`src/rtl/sv32_pkg.sv`:
```
// Shared Sv32 definitions for the page-table walker: PTE/VPN field positions,
// walker state encoding and PTE classification helpers.
package sv32_pkg;

    localparam int unsigned PAGE_OFFSET_BITS = 12;

    localparam int unsigned PTE_V = 0;
    localparam int unsigned PTE_R = 1;
    localparam int unsigned PTE_W = 2;
    localparam int unsigned PTE_X = 3;
    localparam int unsigned PTE_U = 4;
    localparam int unsigned PTE_G = 5;
    localparam int unsigned PTE_A = 6;
    localparam int unsigned PTE_D = 7;
    localparam int unsigned PTE_PPN_LSB = 10;
    localparam int unsigned PTE_PPN_MSB = 31;

    localparam int unsigned VPN1_MSB = 31;
    localparam int unsigned VPN1_LSB = 22;
    localparam int unsigned VPN0_MSB = 21;
    localparam int unsigned VPN0_LSB = 12;

    localparam int unsigned SATP_MODE_BIT = 31;

    typedef enum logic [2:0] {
        ST_IDLE,
        ST_L1_REQ,
        ST_L1_WAIT,
        ST_L0_REQ,
        ST_L0_WAIT,
        ST_FILL,
        ST_FAULT
    } ptw_state_e;

    // Not valid, or writable without being readable (reserved encoding).
    function automatic logic pte_invalid(input logic [31:0] pte);
        return !pte[PTE_V] || (pte[PTE_W] && !pte[PTE_R]);
    endfunction

    function automatic logic pte_is_leaf(input logic [31:0] pte);
        return pte[PTE_R] || pte[PTE_X];
    endfunction

endpackage

```
`src/rtl/sv32_ptw_victim_sel.sv`:
```
// TLB victim selection: lowest-index invalid entry, otherwise a round-robin
// pointer that advances only on fills that actually consume it.
module ptw_victim_sel #(
    parameter int unsigned TLB_ENTRIES = 4
) (
    input  logic                           clk,
    input  logic                           reset,
    input  logic [TLB_ENTRIES-1:0]         valid_mask,
    input  logic                           fill_en,
    output logic [$clog2(TLB_ENTRIES)-1:0] victim_idx
);

    localparam int unsigned IDX_W = $clog2(TLB_ENTRIES);

    logic [IDX_W-1:0] ptr_q, ptr_d;
    logic             all_valid;

    always_comb begin
        all_valid  = &valid_mask;
        victim_idx = ptr_q;
        // Scan downward so the lowest invalid index is the last one written.
        for (int unsigned i = TLB_ENTRIES; i > 0; i--) begin
            if (!valid_mask[i-1]) begin
                victim_idx = IDX_W'(i - 1);
            end
        end
        ptr_d = ptr_q;
        if (fill_en && all_valid) begin
            ptr_d = (ptr_q == IDX_W'(TLB_ENTRIES - 1)) ? '0 : ptr_q + 1'b1;
        end
    end

    always_ff @(posedge clk or posedge reset) begin
        if (reset) begin
            ptr_q <= '0;
        end else begin
            ptr_q <= ptr_d;
        end
    end

endmodule

```
`src/rtl/sv32_ptw.sv`:
```
// Sv32 hardware page-table walker: up to two PTE reads over a single-outstanding
// read port, then a one-cycle TLB fill or a page-fault completion.
module sv32_ptw
    import sv32_pkg::*;
#(
    parameter int unsigned TLB_ENTRIES = 4
) (
    input  logic                           clk,
    input  logic                           reset,
    input  logic                           req_valid,
    output logic                           req_ready,
    input  logic [31:0]                    req_vaddr,
    input  logic [31:0]                    req_satp,
    output logic                           mem_req_valid,
    input  logic                           mem_req_ready,
    output logic [31:0]                    mem_req_addr,
    input  logic                           mem_rsp_valid,
    input  logic [31:0]                    mem_rsp_data,
    input  logic [TLB_ENTRIES-1:0]         tlb_valid_mask,
    output logic                           fill_valid,
    output logic [$clog2(TLB_ENTRIES)-1:0] fill_index,
    output logic [19:0]                    fill_vpn,
    output logic [19:0]                    fill_ppn,
    output logic [2:0]                     fill_perms,
    output logic                           done,
    output logic                           fault
);

    ptw_state_e  state_q, state_d;
    logic [19:0] vpn_q, vpn_d;
    logic [19:0] root_q, root_d;
    logic [19:0] base_q, base_d;
    logic [19:0] ppn_q, ppn_d;
    logic [2:0]  perms_q, perms_d;
    logic        bare_q, bare_d;

    logic [$clog2(TLB_ENTRIES)-1:0] victim_idx;
    logic [31:0]                    pte;
    logic                           unused_bits;

    assign pte         = mem_rsp_data;
    assign unused_bits = ^{req_vaddr[PAGE_OFFSET_BITS-1:0], req_satp[30:20],
                           mem_rsp_data[PTE_PPN_MSB:30], mem_rsp_data[PTE_PPN_LSB-1:4]};

    ptw_victim_sel #(
        .TLB_ENTRIES (TLB_ENTRIES)
    ) u_victim_sel (
        .clk        (clk),
        .reset      (reset),
        .valid_mask (tlb_valid_mask),
        .fill_en    (fill_valid),
        .victim_idx (victim_idx)
    );

    always_comb begin
        state_d       = state_q;
        vpn_d         = vpn_q;
        root_d        = root_q;
        base_d        = base_q;
        ppn_d         = ppn_q;
        perms_d       = perms_q;
        bare_d        = bare_q;
        req_ready     = 1'b0;
        mem_req_valid = 1'b0;
        mem_req_addr  = '0;
        fill_valid    = 1'b0;
        fill_index    = '0;
        fill_vpn      = '0;
        fill_ppn      = '0;
        fill_perms    = '0;
        done          = 1'b0;
        fault         = 1'b0;

        case (state_q)
            ST_IDLE: begin
                req_ready = 1'b1;
                if (req_valid) begin
                    vpn_d   = req_vaddr[VPN1_MSB:VPN0_LSB];
                    root_d  = req_satp[19:0];
                    bare_d  = !req_satp[SATP_MODE_BIT];
                    state_d = req_satp[SATP_MODE_BIT] ? ST_L1_REQ : ST_FAULT;
                end
            end
            ST_L1_REQ: begin
                mem_req_valid = 1'b1;
                mem_req_addr  = {root_q, vpn_q[19:10], 2'b00};
                if (mem_req_ready) begin
                    state_d = ST_L1_WAIT;
                end
            end
            ST_L1_WAIT: begin
                if (mem_rsp_valid) begin
                    if (pte_invalid(pte)) begin
                        state_d = ST_FAULT;
                    end else if (pte_is_leaf(pte)) begin
                        // Superpage leaf must have PPN[0] clear; VPN[0] fills the low PPN.
                        if (pte[19:10] != '0) begin
                            state_d = ST_FAULT;
                        end else begin
                            ppn_d   = {pte[29:20], vpn_q[9:0]};
                            perms_d = pte[PTE_X:PTE_R];
                            state_d = ST_FILL;
                        end
                    end else begin
                        base_d  = pte[29:10];
                        state_d = ST_L0_REQ;
                    end
                end
            end
            ST_L0_REQ: begin
                mem_req_valid = 1'b1;
                mem_req_addr  = {base_q, vpn_q[9:0], 2'b00};
                if (mem_req_ready) begin
                    state_d = ST_L0_WAIT;
                end
            end
            ST_L0_WAIT: begin
                if (mem_rsp_valid) begin
                    if (pte_invalid(pte) || !pte_is_leaf(pte)) begin
                        state_d = ST_FAULT;
                    end else begin
                        ppn_d   = pte[29:10];
                        perms_d = pte[PTE_X:PTE_R];
                        state_d = ST_FILL;
                    end
                end
            end
            ST_FILL: begin
                fill_valid = 1'b1;
                fill_index = victim_idx;
                fill_vpn   = vpn_q;
                fill_ppn   = ppn_q;
                fill_perms = perms_q;
                done       = 1'b1;
                state_d    = ST_IDLE;
            end
            ST_FAULT: begin
                done    = 1'b1;
                fault   = !bare_q;
                state_d = ST_IDLE;
            end
            default: begin
                state_d = ST_IDLE;
            end
        endcase
    end

    always_ff @(posedge clk or posedge reset) begin
        if (reset) begin
            state_q <= ST_IDLE;
            vpn_q   <= '0;
            root_q  <= '0;
            base_q  <= '0;
            ppn_q   <= '0;
            perms_q <= '0;
            bare_q  <= 1'b0;
        end else begin
            state_q <= state_d;
            vpn_q   <= vpn_d;
            root_q  <= root_d;
            base_q  <= base_d;
            ppn_q   <= ppn_d;
            perms_q <= perms_d;
            bare_q  <= bare_d;
        end
    end

endmodule
```
`config.mk`:
```
export PLATFORM = sky130hd
export DESIGN_NAME = sv32_ptw
export DESIGN_NICKNAME = d
export VERILOG_FILES = /design/src/rtl/sv32_pkg.sv /design/src/rtl/sv32_ptw_victim_sel.sv /design/src/rtl/sv32_ptw.sv
export SDC_FILE = /design/constraint.sdc
export NUM_CORES = 1
export LEC_CHECK = 0
export CAP_MARGIN = 20
export CORE_UTILIZATION = 39
export DETAILED_ROUTE_END_ITERATION = 16
export PLACE_DENSITY_LB_ADDON = 0.2
export SYNTH_ARGS = -nofsm -noshare
export SYNTH_HDL_FRONTEND = slang
export SYNTH_SLANG_ARGS = --single-unit
```
`constraint.sdc`:
```
create_clock -name clk -period 3 [get_ports clk]
set_input_delay 0.9 -clock clk [delete_from_list [all_inputs] [get_ports clk]]
set_output_delay 0.9 -clock clk [all_outputs]
set_load 0.05 [all_outputs]
```
=== After elaboration in Yosys (flattened, before gate mapping) ===
Index checks and enable logic that the tools add are counted.

* Register bits after elaboration: 89
* Input bits: 105
* Output and inout port bits: 82

* $add $sub $neg: 1
* Equality and inequality tests: 16
* Multiplexer cells: 40
* Bitwise logic cells: 2
* Reductions and logical operators: 20

{| class="wikitable"
|+ Operators with widths
! operator !! number
|-
| $mux W20 || 8
|-
| $pmux W32 S2 || 1
|-
| $mux W3 || 15
|-
| $pmux W20 S2 || 1
|-
| $ne A2 B2 Y1 const B || 9
|-
| $mux W2 || 8
|-
| $pmux W3 S5 || 1
|-
| $reduce_bool A10 Y1 || 1
|-
| $eq A3 B3 Y1 const B || 3
|-
| $reduce_and A4 Y1 || 2
|-
| $reduce_and A7 Y1 || 1
|-
| $eq A3 B2 Y1 const B || 2
|-
| $pmux W3 S2 || 1
|-
| $logic_not A1 Y1 || 5
|-
| $mux W1 || 5
|-
| $reduce_and A5 Y1 || 1
|-
| $reduce_or A2 Y1 || 2
|-
| $eq A3 B1 Y1 const B || 1
|-
| $logic_not A3 Y1 || 1
|-
| $logic_or A1 B1 Y1 || 3
|-
| $add A2 B1 Y2 const B || 1
|-
| $eq A2 B2 Y1 const B || 1
|-
| $logic_and A1 B1 Y1 || 2
|-
| $not A1 Y1 || 2
|-
| 2 further kinds || 2
|}

=== Depth between registers and ports, before layout ===
Gate-level depths: netlist of run 1.

* Depth in word-level cells: 7
* Mapped depth: 7
* Depth with buffers taken out: 6

=== Hierarchy ===
A second synthesis of run 1 with hierarchy kept.

* Cells, all modules: 459
* Area total of the unflattened synthesis: 4604.4 um2

{| class="wikitable"
|+ By module, submodules not included
! module !! instances !! cells an instance !! area an instance (um2) !! sequential area each (um2)
|-
| sv32_ptw || 1 || 444 || 4458.0 || 2177.1
|-
| ptw_victim_sel || 1 || 15 || 146.4 || 50.0
|}

=== Worst setup path before layout of run 1 ===
No wires, ideal clock.

* Path kind: register to output
* Start: register state_q[1]
* End: output fill_index[0]
* Arrival time: 2.241 ns
* Required time: 2.100 ns
* Setup slack: -0.141 ns
* Cell stages (with the launch flop): 6
* Cell sequence: dfrtp_1 > and3b_1 > clkbuf_2 > clkbuf_1 > nand2_1 > a21oi_1

* Cells in the longest elaborated chain, start to end: 2

{| class="wikitable"
|+ Ends and longest elaborated chain
! what !! line !! text
|-
| from (decl) || sv32_ptw.sv:29 || <nowiki>ptw_state_e state_q, state_d;</nowiki>
|-
| from (signal assigned) || sv32_ptw.sv:158 || <nowiki>state_q <= state_d;</nowiki>
|-
| $eq A3 B3 Y1 || sv32_ptw.sv:74 || <nowiki>case (state_q)</nowiki>
|-
| $mux W2 || sv32_ptw.sv:74 ||
|-
| to (decl) || sv32_ptw.sv:21 || <nowiki>output logic [$clog2(TLB_ENTRIES)-1:0] fill_index,</nowiki>
|}

No other way between the ends.

=== Worst setup path after layout of run 1 ===
* Start: register state_q[2]
* End: output fill_vpn[14]

* Cells in the longest elaborated chain, start to end: 2

{| class="wikitable"
|+ Ends and longest elaborated chain
! what !! line !! text
|-
| $eq A3 B3 Y1 || sv32_ptw.sv:74 ||
|-
| $mux W20 || sv32_ptw.sv:74 ||
|-
| to (decl) || sv32_ptw.sv:22 || <nowiki>output logic [19:0] fill_vpn,</nowiki>
|}

No other way between the ends.

==> metrics.cfg, run 1 <==
[global_route]
grt_pass1_vias=3869
grt_pass1_wl_mm=20.1
track_usage=0.220
overflow=0
antenna_found_initial=0
grt_max_degree=90

[hold_path]
min_from=root_q[1]$_DFFE_PP0P_
hold_path_class=reg -> reg
holdPathEnd=root_q[1]$_DFFE_PP0P_
min_path_cells=2

[setup_path]
required_ns=2.10
path_depth=4
critPathLaunchType=flip-flop
crit_top_cell=buf_12
crit_path_max_fanout=24
cp-startpoint=state_q[2]$_DFFE_PP0P_
reg2regPathDepth=6
r2r_end=ppn_q[18]$_DFFE_PP0P_
critPathKind=reg -> out
path_cells=and3b_2, buf_12, and2_1, buf_12
cp-end-kind=output pin
cp_top_family=simple AND/OR/NAND/NOR gates
cpMaxStageDelayCell=dfrtp_1
cp_num_buf_inv=2
reg2reg_slack_ns=0.68
cp.arrival_ns=1.91
crit_path_max_incr_delay_ns=0.59
reg2reg_from=state_q[1]$_DFFE_PP0P_

[timing]
rsz0062_at_grt=no
slew_viol_final=0
min_period_over_period=0.936
setup_tns_ns=0
clock-skew-final_ns=0.00835
slew_headroom=0.536
setup_viol=0
setup_ws_ns=0.193
finalCriticalPeriod_ns=2.81
hold_violations=0
fmax_ghz=0.356
worstMarginPinSlew_ns=0.696

[placed_design]
preCtsSetupSlack_ns=0.150
io_buffers=153
globalplace.congestion=0.893
dp.final_hpwl_mm=9.05
dp.cells=739

[die]
die_h_um=110
coreArea_um2=11400
die_x_um=110
die_area_um2=12100
placementRows=39
io_pins=187
initial_core_util=0.400

[synthesis]
synth.area.mux_share=0.163
synthAdderAreaFrac=0.00275
synthXorXnorAreaFrac=0.00385
synth-seq-cells=89
yosysWarnings=0
ys.flop_type=dfrtp_1
synth_top_family_by_area=simple AND/OR/NAND/NOR gates
synth_edf_count=0
synth_cells=461
async_flop_share=1.00
synth_compound_area_frac=0.0547
yosys.area_share.simple=0.243
synth_seq_area_share=0.490
netlist_area_um2=4550
avgSynthCellArea_um2=9.87
netlist-cell-type-count=47

[detailed_routing]
dr.first_iter.drc_count=155
ant_nets=0
vias_per_cell=4.98
wl_per_cell_um=16.7
drt_wl_total_mm=12.6
route.detailed.drc=0
dr_total_vias=3762
dr.pass1.iters=4

[clock_network]
cts-htree-levels=3
cts_tree=built
clockBufferDepth=2
worstSkewPairLatency_ns=0.33
cts_sinks=89
cts_root_buf=clkbuf_16
clk_pin_slew_ns=0.06
cts_buffers=9
post_cts_buffers=0

[power]
leakage_nw=3.34
power_density_nw_per_um2=832
p_clk_frac=0.200
peakVddDrop_mv=0.476
p_sw_mw=2.35
power.internal_mw=3.79
p_sw_frac=0.383
p_comb_frac=0.456
seq_power_share=0.345

[cells_and_area]
num-fill-cells=939
multi_input_area_um2=2150
syn_to_final_growth_pct=62.3
final_common_cell=nand2_1
drive_gt1_frac=0.232
final_cell_mix=nand2_1 (128), dfrtp_1 (88), buf_12 (84)
stdcell_count=755
final_util=0.649
nNetsFinal=713
antennaDiodeCount=0
regArea_um2=2230

[run]
drv_cap=0

[run_status]
status=finished, final reports clean

-- per-layer routing --
metal | up-vias | global-route usage | share of wire
met3 | 9 | 0.0553 | 0.070
met5 | - | 0 | 0
li1 | 1809 | - | -
met2 | 127 | 0.378 | 0.48
met1 | 1817 | 0.274 | 0.43
met4 | 0 | 0.0571 | 0.011
-- power by group through the flow --
stage | Sequential (mW) | Combinational (mW) | Clock [mW]
floorplan | 1.99 | 1.80 | 0
global placement | 2.11 | 2.75 | 0
detailed placement | 2.14 | 2.82 | 0
CTS | 2.12 | 2.83 | 1.25
global route | 2.18 | 3.03 | 1.30
finish | 2.12 | 2.80 | 1.23
-- cells by family after synthesis --
group	count (synthesis)
xor gates and xnor gates	2
AOI/OAI and AO/OA	29
DFF	89
adders and majority gates	1
other	1
muxes	66
and+or+nand+nor	236
buffers and inverters	37
-- cells in the mapped netlist, types with 3 or more instances --
| cell | instances | area share |
|---|---|---|
| mux2_4 | 10 | 0.033 |
| a21oi_1 | 4 | 0.0044 |
| dfrtp_1 | 89 | 0.49 |
| inv_1 | 3 | 0.0025 |
| nand2_1 | 129 | 0.11 |
| buf_4 | 5 | 0.0083 |
| mux2_1 | 20 | 0.050 |
| or3_1 | 10 | 0.014 |
| o221a_1 | 10 | 0.025 |
| buf_6 | 3 | 0.0074 |
| and2_1 | 43 | 0.059 |
| nor2_1 | 35 | 0.029 |
| mux2_2 | 6 | 0.015 |
| mux2i_1 | 30 | 0.066 |
| buf_2 | 9 | 0.0099 |
| clkbuf_1 | 12 | 0.0099 |
| o21ai_0 | 4 | 0.0044 |
-- tightest hold or removal path, delay by kind of cell, from the launching register on --
| family | cells | cell delay, ns |
|---|---|---|
| DFF | 1 | 0.34 |
| and+or+nand+nor | 2 | 0.10 |
-- worst max-delay path by stage --
stage,endpoint
3_3_place_gp,ppn_q[18]$_DFFE_PP0P_
2_1_floorplan,fill_index[0]
4_1_cts,fill_vpn[14]
5_1_grt,fill_vpn[14]
3_5_place_dp,ppn_q[18]$_DFFE_PP0P_
6_report,fill_vpn[14]
-- area by class of cell --
type,count,area share
Clock buffer,9,0.0305
Sequential cell,89,0.302
Timing Repair Buffer,166,0.336
Multi-Input combinational cell,336,0.291
Inverter,5,0.00305
Clock inverter,7,0.0134
Tap cell,143,0.0242
-- sequential cells by signal, summed over array words and instances, names as in the netlist --
name / flops
u_victim_sel.ptr_q: 2
vpn_q: 20
base_q: 20
state_q: 3
perms_q: 3
bare_q: 1
root_q: 20
ppn_q: 20
-- stage by stage --
| step | hold slack, ns | power [mW] | area [um2] |
|---|---|---|---|
| floorplan | 0.445 | 3.79 | 4570 |
| global placement | 0.457 | 4.86 | 7060 |
| detailed placement | 0.462 | 4.96 | 7060 |
| CTS | 0.477 | 6.20 | 7380 |
| global route | 0.495 | 6.51 | 7380 |
| finish | 0.471 | 6.14 | 7380 |
-- timing repair --
item,4_1_cts,5_1_grt
endpoints found under the hold margin,0,0
setup endpoints to repair,0,35
gates resized for setup,0,1
hold buffers,0,0
No activity file was read; power rests on OpenSTA's default activity.
==> run 2: changes to the inputs <==
--- a/config.mk
+++ b/config.mk
@@ -9,6 +9,7 @@
 export CORE_UTILIZATION = 39
 export DETAILED_ROUTE_END_ITERATION = 16
 export PLACE_DENSITY_LB_ADDON = 0.2
+export SETUP_SLACK_MARGIN = 0.1
 export SYNTH_ARGS = -nofsm -noshare
 export SYNTH_HDL_FRONTEND = slang
 export SYNTH_SLANG_ARGS = --single-unit
==> run 2 against run 1 <==
- largest cell class unchanged
- final area about the same
- worst hold slack about the same
- critical path depth unchanged
- count of clock-buffer cells in the layout unchanged
- clock power about the same
- via count about the same
- first-iteration DRC count up 1.9%
- largest power group unchanged
- core utilization about the same
- highest routed layer unchanged
- routed wire length about the same
- flip-flop and latch count unchanged
==> metrics.cfg, run 2 (synthesis gave the netlist of run 1 again) <==
[clock_network]
cts_buffers=9
cts-htree-levels=3
cts_tree=built
clockBufferDepth=2
cts_sinks=89
clk_pin_slew_ns=0.06
worstSkewPairLatency_ns=0.33
cts_root_buf=clkbuf_16

[detailed_routing]
ant_nets=0
dr.pass1.iters=4
route.detailed.drc=0
drt_wl_total_mm=12.6
vias_per_cell=4.98
dr.first_iter.drc_count=158
dr_total_vias=3761
wl_per_cell_um=16.7

[cells_and_area]
final_common_cell=nand2_1
stdcell_count=755
antennaDiodeCount=0
syn_to_final_growth_pct=62.3
final_cell_mix=nand2_1 (128), dfrtp_1 (87), buf_12 (84)
drive_gt1_frac=0.234
nNetsFinal=713
num-fill-cells=938

[global_route]
track_usage=0.220
grt_max_degree=90
overflow=0
antenna_found_initial=0
grt_pass1_wl_mm=20.1
grt_pass1_vias=3873

[timing]
fmax_ghz=0.357
worstMarginPinSlew_ns=0.694
slew_viol_final=0
rsz0062_at_grt=no
setup_tns_ns=0
hold_violations=0
setup_ws_ns=0.202
clock-skew-final_ns=0.00869
slew_headroom=0.537
finalCriticalPeriod_ns=2.80
setup_viol=0
min_period_over_period=0.933

[die]
die_h_um=110
die_area_um2=12100
coreArea_um2=11400
initial_core_util=0.400
placementRows=39
io_pins=187
die_x_um=110

[setup_path]
reg2regPathDepth=6
cp-startpoint=tlb_valid_mask[1]
crit_path_max_fanout=2
reg2reg_from=state_q[1]$_DFFE_PP0P_
critPathKind=in -> out
required_ns=2.10
cp.arrival_ns=1.90
critPathLaunchType=input port
crit_end=fill_index[1]
cp-end-kind=output pin
reg2reg_slack_ns=0.69
r2r_end=ppn_q[18]$_DFFE_PP0P_

[placed_design]
globalplace.congestion=0.893
dp.cells=739
io_buffers=153
dp.final_hpwl_mm=9.05
preCtsSetupSlack_ns=0.150

[power]
leakage_nw=3.34
power_density_nw_per_um2=832
peakVddDrop_mv=0.476

[hold_path]
hold_path_class=reg -> reg

[run_status]
status=finished, final reports clean

[run]
drv_cap=0

## run 2: cell count changes in the layout (fill, tap and decap cells not counted)
cell     change
dfrtp_2      +1
dfrtp_1      -1
## run 2: how the worst min path moves through the flow
stage                       endpoint                  start  slack (ns)  cells past startpoint
2_1_floorplan  root_q[0]$_DFFE_PP0P_  root_q[0]$_DFFE_PP0P_        0.44                      2
5_1_grt        root_q[2]$_DFFE_PP0P_  root_q[2]$_DFFE_PP0P_        0.49                      2
4_1_cts        root_q[1]$_DFFE_PP0P_  root_q[1]$_DFFE_PP0P_        0.48                      2
3_3_place_gp   root_q[4]$_DFFE_PP0P_  root_q[4]$_DFFE_PP0P_        0.46                      2
3_5_place_dp   root_q[2]$_DFFE_PP0P_  root_q[2]$_DFFE_PP0P_        0.46                      2
6_report       root_q[1]$_DFFE_PP0P_  root_q[1]$_DFFE_PP0P_        0.47                      2
## run 2: per-layer routing
metal / track usage / routed length (um) / up-vias
li1: - / - / 1809
met1: 0.274 / 5490 / 1818
met2: 0.378 / 6140 / 128
met3: 0.0553 / 876 / 6
met4: 0.0571 / 121 / 0
met5: 0 / 0 / -
## run 2: through the flow
| step | hold slack [ns] | util | power [mW] | cell area [um2] |
|---|---|---|---|---|
| 6_report | 0.471 | 0.649 | 6.14 | 7380 |
| 3_5_place_dp | 0.462 | 0.621 | 4.96 | 7060 |
| 4_1_cts | 0.477 | 0.649 | 6.20 | 7380 |
| 2_1_floorplan | 0.445 | - | 3.79 | 4570 |
| 5_1_grt | 0.495 | 0.649 | 6.51 | 7380 |
| 3_3_place_gp | 0.457 | 0.621 | 4.86 | 7060 |
## run 2: layout make-up
| type | count | area (um2) | area share |
|---|---|---|---|
| Inverter | 5 | 22.5 | 0.00305 |
| Timing Repair Buffer | 166 | 2480 | 0.336 |
| Sequential cell | 89 | 2230 | 0.302 |
| Tap cell | 143 | 179 | 0.0242 |
| Clock inverter | 7 | 98.8 | 0.0134 |
| Multi-Input combinational cell | 336 | 2150 | 0.291 |
| Clock buffer | 9 | 225 | 0.0305 |
## run 2: timing repair
action	4_1_cts	5_1_grt
gates cloned	0	0
endpoints found under the setup margin	37	2
hold buffers	0	0
gates resized for setup	1	1
buffers inserted	0	0
pin swaps	0	1
hold endpoints to repair	0	0
## run 2: critical path: stages
cell,delay (ns)
clkdlybuf4s50_1,0.50
and3_1,0.18
o21a_1,0.17
buf_12,0.14
## run 2: power by group
group | internal [mW] | leakage (nW) | total, mW | switching (mW)
Sequential | 1.75 | 1.12 | 2.12 | 0.365
Clock | 0.738 | 0.157 | 1.23 | 0.488
Combinational | 1.30 | 2.07 | 2.80 | 1.50
==> run 3: changes to the inputs <==
--- a/config.mk
+++ b/config.mk
@@ -5,8 +5,9 @@
 export SDC_FILE = /design/constraint.sdc
 export NUM_CORES = 1
 export LEC_CHECK = 0
-export CAP_MARGIN = 20
-export CORE_UTILIZATION = 39
+export CAP_MARGIN = 0
+export CORE_ASPECT_RATIO = 0.5
+export CORE_UTILIZATION = 47
 export DETAILED_ROUTE_END_ITERATION = 16
 export PLACE_DENSITY_LB_ADDON = 0.2
 export SETUP_SLACK_MARGIN = 0.1
==> constraint.sdc (replaced) <==
create_clock -name clk -period 3.5 [get_ports clk]
set_input_delay 1.05 -clock clk [delete_from_list [all_inputs] [get_ports clk]]
set_output_delay 1.05 -clock clk [all_outputs]
set_load 0.05 [all_outputs]
==> run 3 against run 2 <==
- routed wire length rose by 2.2%
- global-route usage increased by 5.3 points
- sequential power fell by 12%
- critical path type is now reg -> out
- flip-flop and latch count stayed put
- count of clock-buffer cells in the layout increased by 2
- highest routed layer unchanged
- core utilization up 16 points
- via count up 2.5%
- power decreased by 15%
- die area fell by 17%
- combinational power decreased by 19%
- sequential share of layout area increased by 0.38 points
- clock power is 9.8% lower
- critical endpoint is now fill_perms[2]
==> metrics.cfg, run 3 (synthesis gave the netlist of run 1 again) <==
[run_status]
status=finished, final reports clean

[detailed_routing]
wl_per_cell_um=17.4
dr.pass1.iters=5
dr.first_iter.drc_count=277
dr_total_vias=3855
route.detailed.drc=0
drt_wl_total_mm=12.9
vias_per_cell=5.21
ant_nets=0

[timing]
min_period_over_period=0.936
setup_ws_ns=0.223
clock-skew-final_ns=0.00471
fmax_ghz=0.305
rsz0062_at_grt=no
setup_tns_ns=0
hold_violations=0
setup_viol=0
hold_slack_ns=0.470
worstMarginPinSlew_ns=0.658
slew_viol_final=0
slew_headroom=0.559
finalCriticalPeriod_ns=3.28

[cells_and_area]
final_cell_mix=nand2_1 (129), dfrtp_1 (88), buf_12 (78)
drive_gt1_frac=0.215
antennaDiodeCount=0
num-fill-cells=531
final_common_cell=nand2_1
syn_to_final_growth_pct=60.2
nNetsFinal=711
final_util=0.806
stdcell_count=740

[clock_network]
cts.repair.resized=0
cts_sinks=89
cts-htree-levels=3
cts_hold_buf=0
clk_pin_slew_ns=0.06
cts_root_buf=clkbuf_16
post_cts_buffers=0
clockBufferDepth=2
worstSkewPairLatency_ns=0.34
cts_buffers=9
cts_tree=built

[setup_path]
cp-end-kind=output pin
critPathKind=reg -> out
reg2reg_from=state_q[1]$_DFFE_PP0P_
path_cells=and3b_1, buf_4, and2_1, buf_12
cp.arrival_ns=2.23
reg2regPathDepth=6
cpMaxStageDelayCell=dfrtp_2
r2r_end=ppn_q[17]$_DFFE_PP0P_
critPathLaunchType=flip-flop
crit_path_max_incr_delay_ns=0.58
cp_num_buf_inv=2
reg2reg_slack_ns=0.95
crit_path_max_fanout=22
cp_top_family=simple AND/OR/NAND/NOR gates
required_ns=2.45

[placed_design]
globalplace.congestion=0.894
dp.final_hpwl_mm=9.20
io_buffers=153
preCtsSetupSlack_ns=0.378
dp.cells=724

[power]
seq_power_share=0.356
leakage_nw=3.32
power.internal_mw=3.27
peakVddDrop_mv=0.376
p_clk_frac=0.212
p_sw_frac=0.377
p_comb_frac=0.432
power_density_nw_per_um2=720
p_sw_mw=1.98

[hold_path]
holdPathEnd=root_q[2]$_DFFE_PP0P_
min_from=root_q[2]$_DFFE_PP0P_
min_path_cells=2
hold_path_class=reg -> reg

[global_route]
track_usage=0.272
grt_max_degree=51
grt_pass1_vias=3905
grt_pass1_wl_mm=20.8
overflow=0
antenna_found_initial=0

[run]
drv_cap=0

[die]
die_x_um=141
die_area_um2=10100
die_h_um=71.6
placementRows=24
initial_core_util=0.503
coreArea_um2=9040
io_pins=187

-- run 3: worst max path at each step --
stage | startpoint | endpoint | cells past startpoint
after floorplan | reset | bare_q$_DFFE_PP0P_ | 1
after global placement | tlb_valid_mask[2] | fill_index[0] | 4
after detailed placement | tlb_valid_mask[2] | fill_index[0] | 4
after CTS | state_q[1]$_DFFE_PP0P_ | fill_perms[2] | 4
after global routing | state_q[1]$_DFFE_PP0P_ | fill_vpn[4] | 4
final | state_q[1]$_DFFE_PP0P_ | fill_perms[2] | 4
-- run 3: cell type report --
class                           instances  area [um2]  area share
Timing Repair Buffer                  164        2400       0.329
Sequential cell                        89        2230       0.306
Multi-Input combinational cell        336        2130       0.293
Clock buffer                           11         243      0.0333
Tap cell                              130         163      0.0223
Clock inverter                          5         103      0.0141
Inverter                                5        21.3     0.00292
-- run 3: through the flow --
stage	cell area (um2)	total power, mW
after floorplan	4550	3.25
after global placement	6940	4.05
after detailed placement	6940	4.15
after CTS	7290	5.27
after global routing	7290	5.55
final	7290	5.25
-- run 3: power by group through the flow --
stage	Sequential, mW	Clock, mW	Combinational, mW
floorplan	1.70	0	1.54
global placement	1.85	0	2.21
detailed placement	1.88	0	2.27
CTS	1.86	1.12	2.29
global route	1.93	1.18	2.44
finish	1.87	1.11	2.27
-- run 3: per-layer routing --
layer / share of wire / global-route usage / wire [um]
met1: 0.41 / 0.340 / 5330
met2: 0.50 / 0.467 / 6510
met3: 0.074 / 0.0889 / 957
met4: 0.0082 / 0.0568 / 106
met5: 0 / 0 / 0
-- run 3: worst reg2reg max path: stages, from the launching register on --
cell and delay (ns):
dfrtp_2 0.66, buf_4 0.49, nor3b_2 0.32, nand4_1 0.15
a21oi_2 0.16, buf_4 0.28, mux2_2 0.37
